## src/rtl/sirene_pkg.sv

```systemverilog
// Shared types and helpers for the siren control stage.
// Holds the FSM state encoding and the ticks_left width calculation.
package sirene_pkg;

    typedef enum logic [1:0] {
        IDLE     = 2'd0,
        RUN      = 2'd1,
        COOLDOWN = 2'd2
    } estado_t;

    // Bits needed to hold the largest tick count loaded into ticks_left
    function automatic int largura_ticks(input int duracao, input int resfriamento);
        int maior;
        maior = (duracao > resfriamento) ? duracao : resfriamento;
        return (maior < 1) ? 1 : $clog2(maior + 1);
    endfunction

endpackage

```

## src/rtl/sincronizador.sv

```systemverilog
// Two-flop synchronizer for an asynchronous input, with optional rising-edge output.
// Latency: level valid 2 cycles after input; edge is a one-cycle pulse; no backpressure.
module sincronizador #(
    parameter bit DETECTA_BORDA = 1'b0
) (
    input  logic clock,
    input  logic reset,
    input  logic entrada,
    output logic nivel,
    output logic borda
);

    logic s1;
    logic s2;

    always_ff @(posedge clock or negedge reset) begin
        if (!reset) begin
            s1 <= 1'b0;
            s2 <= 1'b0;
        end else begin
            s1 <= entrada;
            s2 <= s1;
        end
    end

    assign nivel = s2;

    generate
        if (DETECTA_BORDA) begin : g_borda
            logic s3;

            always_ff @(posedge clock or negedge reset) begin
                if (!reset) begin
                    s3 <= 1'b0;
                end else begin
                    s3 <= s2;
                end
            end

            assign borda = s2 & ~s3;
        end else begin : g_sem_borda
            assign borda = 1'b0;
        end
    endgenerate

endmodule

```

## src/rtl/controle_sirene.sv

```systemverilog
// Siren control: 2 Hz prescaler plus IDLE/RUN/COOLDOWN FSM driving gerador_sirene.
// Latency: trigger/cancel act 2 cycles after sampling; no backpressure, strobe free-runs.
module controle_sirene
    import sirene_pkg::*;
#(
    parameter int HALF_SEC_CYCLES = 50_000_000,
    parameter int DURATION_TICKS  = 20,
    parameter int COOLDOWN_TICKS  = 4,
    parameter int TICKS_W         = largura_ticks(DURATION_TICKS, COOLDOWN_TICKS)
) (
    input  logic               clock,
    input  logic               reset,
    input  logic               trigger,
    input  logic               cancel,
    output logic               eneble_siren,
    output logic               two_hz_enable,
    output logic               busy,
    output logic [TICKS_W-1:0] ticks_left
);

    localparam int                  PRESC_W   = $clog2(HALF_SEC_CYCLES);
    localparam logic [PRESC_W-1:0]  PRESC_MAX = PRESC_W'(HALF_SEC_CYCLES - 1);
    localparam logic [PRESC_W-1:0]  PRESC_UM  = PRESC_W'(1);
    localparam logic [TICKS_W-1:0]  T_RUN     = TICKS_W'(DURATION_TICKS);
    localparam logic [TICKS_W-1:0]  T_COOL    = TICKS_W'(COOLDOWN_TICKS);
    localparam logic [TICKS_W-1:0]  T_UM      = TICKS_W'(1);
    localparam logic [TICKS_W-1:0]  T_ZERO    = '0;
    // With no cooldown configured, leaving RUN lands straight back in IDLE
    localparam estado_t             POS_RUN   = (COOLDOWN_TICKS == 0) ? IDLE : COOLDOWN;

    estado_t              estado;
    estado_t              estado_prox;
    logic [TICKS_W-1:0]   ticks_prox;
    logic [PRESC_W-1:0]   presc;
    logic                 trig_edge;
    logic                 cancel_sync;
    logic                 inicia;
    logic                 trig_nivel_unused;
    logic                 cancel_borda_unused;

    sincronizador #(.DETECTA_BORDA(1'b1)) u_sinc_trigger (
        .clock   (clock),
        .reset   (reset),
        .entrada (trigger),
        .nivel   (trig_nivel_unused),
        .borda   (trig_edge)
    );

    sincronizador #(.DETECTA_BORDA(1'b0)) u_sinc_cancel (
        .clock   (clock),
        .reset   (reset),
        .entrada (cancel),
        .nivel   (cancel_sync),
        .borda   (cancel_borda_unused)
    );

    assign inicia = (estado == IDLE) && trig_edge;

    // Restarting the prescaler on a fresh run makes every run exactly DURATION strobes long
    always_ff @(posedge clock or negedge reset) begin
        if (!reset) begin
            presc         <= '0;
            two_hz_enable <= 1'b0;
        end else if (inicia) begin
            presc         <= '0;
            two_hz_enable <= 1'b0;
        end else if (presc == PRESC_MAX) begin
            presc         <= '0;
            two_hz_enable <= 1'b1;
        end else begin
            presc         <= presc + PRESC_UM;
            two_hz_enable <= 1'b0;
        end
    end

    always_ff @(posedge clock or negedge reset) begin
        if (!reset) begin
            estado     <= IDLE;
            ticks_left <= '0;
        end else begin
            estado     <= estado_prox;
            ticks_left <= ticks_prox;
        end
    end

    always_comb begin
        estado_prox = estado;
        ticks_prox  = ticks_left;
        case (estado)
            IDLE: begin
                if (trig_edge) begin
                    estado_prox = RUN;
                    ticks_prox  = T_RUN;
                end
            end
            RUN: begin
                if (cancel_sync) begin
                    estado_prox = POS_RUN;
                    ticks_prox  = T_COOL;
                end else if (trig_edge) begin
                    ticks_prox  = T_RUN;
                end else if (two_hz_enable) begin
                    if (ticks_left > T_UM) begin
                        ticks_prox  = ticks_left - T_UM;
                    end else begin
                        estado_prox = POS_RUN;
                        ticks_prox  = T_COOL;
                    end
                end
            end
            COOLDOWN: begin
                if (two_hz_enable) begin
                    if (ticks_left > T_UM) begin
                        ticks_prox  = ticks_left - T_UM;
                    end else begin
                        estado_prox = IDLE;
                        ticks_prox  = T_ZERO;
                    end
                end
            end
            default: begin
                estado_prox = IDLE;
                ticks_prox  = T_ZERO;
            end
        endcase
    end

    assign eneble_siren = (estado == RUN);
    assign busy         = (estado == RUN) || (estado == COOLDOWN);

endmodule

```

## config.mk

```make
export PLATFORM = sky130hd
export DESIGN_NAME = controle_sirene
export DESIGN_NICKNAME = d
export VERILOG_FILES = /design/src/rtl/sirene_pkg.sv /design/src/rtl/sincronizador.sv /design/src/rtl/controle_sirene.sv
export SDC_FILE = /design/constraint.sdc
export NUM_CORES = 1
export LEC_CHECK = 0
export CELL_PAD_IN_SITES_DETAIL_PLACEMENT = 0
export CELL_PAD_IN_SITES_GLOBAL_PLACEMENT = 1
export CORE_MARGIN = 3
export CORE_UTILIZATION = 42
export CTS_CLUSTER_DIAMETER = 100
export DETAILED_ROUTE_END_ITERATION = 6
export PLACE_DENSITY_LB_ADDON = 0.1
export SKIP_LAST_GASP = 1
export SLEW_MARGIN = 20
export SYNTH_ARGS = -nofsm -noshare
export SYNTH_HDL_FRONTEND = slang
export SYNTH_HIERARCHICAL = 1
export SYNTH_SLANG_ARGS = --single-unit
```

## constraint.sdc

```tcl
create_clock -name clock -period 1.8 [get_ports clock]
set_input_delay 0.45 -clock clock [delete_from_list [all_inputs] [get_ports clock]]
set_output_delay 0.45 -clock clock [all_outputs]
set_load 0.02 [all_outputs]
```

==> impl_metrics.csv <==
group,metric,value,unit
sta,layout_setup_ws,-0.0275,ns
global_route,gr-usage-met2,26.6,%
synthesis,synth_fp_nets,217,
placed_design,place.gp.congestion,0.850,
worst_setup_path,max_stage_delay,0.39,ns
layout,nets,265,
sta,rsz0062_at_grt,"true",
clock_network,hold_buffers,0,
global_route,overflow,0,
layout,fillers,390,
worst_setup_path,cp.buffers_inverters,1,
sta,finalSetupViolCount,4,
global_route,grt_use_total,17.2,%
worst_setup_path,cp-start-kind,"flip-flop",
flow_run,drv_cap,0,
sta,relSlewSlack,66.3,%
clock_network,root_buffer,"clkbuf_8",
worst_setup_path,r2r_end,"estado[0]",
drt,num_vias,1667,
sta,worst_hold_slack,0.221,ns
drt,first_pass_iters,4,
worst_setup_path,crit_required,1.96,ns
global_route,use_met1,24.6,%
global_route,grt_pass1_wl,7.45,mm
pwr,pwr-share-seq,35.2,%
pwr,peakVddDrop,0.634,mV
pwr,swShare,35.6,%
pwr,pwr-share-clk,16.3,%
worst_setup_path,crit_slowest_cell,"dfrtp_1",
global_route,busiest_layer,"met2",
sta,finalClockSkew,0.00645,ns
drt,drc,0,
global_route,antenna_found_initial,0,
pwr,p_total,3.30,mW
floorplanning,dieWidth,75.7,µm
floorplanning,coreArea,4500,µm²
worst_setup_path,cp_top_family,"simple AND/OR/NAND/NOR gates",
pwr,p_per_area,1250,nW/µm²
layout,drive_gt1_share,27.4,%
synthesis,synth_warnings,6,
sta,fin_crit_sh,102,%
floorplanning,dieArea,5720,µm²
synthesis,synthCells,205,
layout,multi_input_area,1110,µm²
placed_design,dpl.hpwl,3.26,mm
floorplanning,fp-row-count,24,
clock_network,cts_sinks,39,
clock_network,htreeDepth,2,
clock_network,clk_latency,0.28,ns
worst_setup_path,crit_arrival,1.99,ns
layout,seqCellArea,977,µm²
synthesis,syn_area_per_cell,9.94,µm²
layout,syn2layout_area_growth,29.2,%
worst_setup_path,r2r-start,"estado[1]",
sta,min_period,1.83,ns
pwr,leakagePower,1.18,nW
min_path,hp-class,"in -> async",
clock_network,cts.clk_slew.worst_paths,0.07,ns
worst_setup_path,crit_path_end_kind,"flip-flop",
sta,hold_viol,0,
sta,maxClockFrequency,547,MHz
drt,drtIter0Drc,164,
global_route,grt_pass1_vias,1551,
pwr,switching_power,1.17,mW
placed_design,place_ws,-0.0607,ns
outcome,status,"finished, violations left",
global_route,met3_usage,3.96,%
sta,final-max-slew-violation-count,0,
clock_network,cts_buffers,5,
synthesis,syn_area,2040,µm²
drt,postRouteAntennaNets,0,
floorplanning,io_pins,12,
floorplanning,die_h,75.7,µm
floorplanning,start_util,45.3,%
layout,post-route-util,58.5,%
worst_setup_path,worstSetupPathDepth,6,
worst_setup_path,rrSetupSlack,-0.03,ns
placed_design,portBuffers,11,
drt,wire_per_inst,15.1,µm
worst_setup_path,crit_end,"estado[0]",
worst_setup_path,crit_chain,"inv_2 > ha_4 > nor2b_4 > or2_2 > a221oi_4 > mux2_2",
worst_setup_path,critPathKind,"reg -> reg",
outcome,violations,"negative setup slack",
pwr,pwr-share-comb,48.5,%
drt,wl,4.59,mm
worst_setup_path,crit_fanout,4,
worst_setup_path,reg2reg_depth,6,
sta,worst_pin_slew,0.505,ns
drt,drt-vias-per-instance,5.48,
clock_network,clockBufferDepth,2,
worst_setup_path,critPathLaunch,"estado[1]",
global_route,grt_max_degree,40,
layout,n_antenna_cell,0,
pwr,power.internal,2.13,mW
clock_network,cts_tree,"built",
[routing by layer]
metal / up-vias / part of all wire [%]
li1: 843 / -
met1: 802 / 47
met2: 20 / 49
met3: 2 / 3.1
met4: 0 / 0.50
met5: - / 0
[power by group through the flow]
stage / registers, mW / clock network (mW) / logic (mW)
final: 1.16 / 0.536 / 1.60
after detailed placement: 1.18 / 0 / 1.40
after CTS: 1.16 / 0.553 / 1.51
after global placement: 1.16 / 0 / 1.34
after global routing: 1.18 / 0.587 / 1.75
after floorplan: 1.23 / 0 / 0.804
[state kept, by name (all words and copies together) (netlist names)]
name	cells
u_sinc_cancel/nivel	1
u_sinc_trigger/g_borda.s3	1
two_hz_enable	1
u_sinc_cancel/s1	1
ticks_left	5
presc	26
u_sinc_trigger/s1	1
u_sinc_trigger/nivel	1
estado	2
[worst reg2reg max path: cells and delay by family, from the launching register on]
| kind | cells | cell delay, ns |
|---|---|---|
| buffers and inverters | 1 | 0.08 |
| adder cells (fa/ha/maj) | 1 | 0.17 |
| AO/OA/AOI/OAI | 1 | 0.27 |
| flip-flops | 1 | 0.39 |
| AND/OR/NAND/NOR | 2 | 0.44 |
| multiplexers | 1 | 0.37 |
[cell usage in the layout (no fill, tap or decap), types with 3 or more instances in the layout]
| master | count |
|---|---|
| nand4_1 | 7 |
| nand2_1 | 15 |
| dfrtp_1 | 38 |
| or4_4 | 3 |
| and2_1 | 3 |
| o21ai_0 | 7 |
| nor3_1 | 4 |
| dlymetal6s2s_1 | 3 |
| or3_1 | 7 |
| inv_1 | 6 |
| clkbuf_8 | 5 |
| and3_1 | 3 |
| buf_4 | 31 |
| clkdlybuf4s50_1 | 4 |
| nor2b_4 | 3 |
| nand3_1 | 10 |
| ha_1 | 4 |
| o21ai_2 | 3 |
| xnor2_1 | 5 |
| xor2_1 | 9 |
| or4_1 | 5 |
| a21oi_1 | 13 |
| nor2_1 | 14 |
| o31ai_1 | 7 |
[worst min-delay path by stage]
stage	from	endpoint	slack, ns
2_1_floorplan	reset	estado[0]	0.15
3_3_place_gp	u_sinc_cancel/s1	u_sinc_cancel/nivel	0.33
3_5_place_dp	u_sinc_cancel/s1	u_sinc_cancel/nivel	0.34
4_1_cts	reset	presc[16]	0.23
5_1_grt	reset	presc[16]	0.25
6_report	reset	presc[20]	0.22
[cell type report]
cell class | count | area share, %
clock buffer | 6 | 2.76
tap | 52 | 2.47
inverter | 8 | 1.14
multi-input combinational | 154 | 42.1
sequential | 39 | 37.1
timing repair buffer | 45 | 14.4
[through the flow]
step	area, µm²	cells	setup TNS, ns
3_5_place_dp	2410	289	-0.355
5_1_grt	2630	304	-0.426
3_3_place_gp	2410	289	-0.00996
6_report	2630	304	-0.0885
2_1_floorplan	2070	205	0
4_1_cts	2550	301	-0.276
[what timing repair did]
item,in CTS,in global routing
hold endpoints to repair,0,0
setup endpoints to repair,14,25
pin swaps,4,7
cloned,0,0
setup buffers,6,3
resized for setup,9,17
No activity file was read; power rests on OpenSTA's default activity.
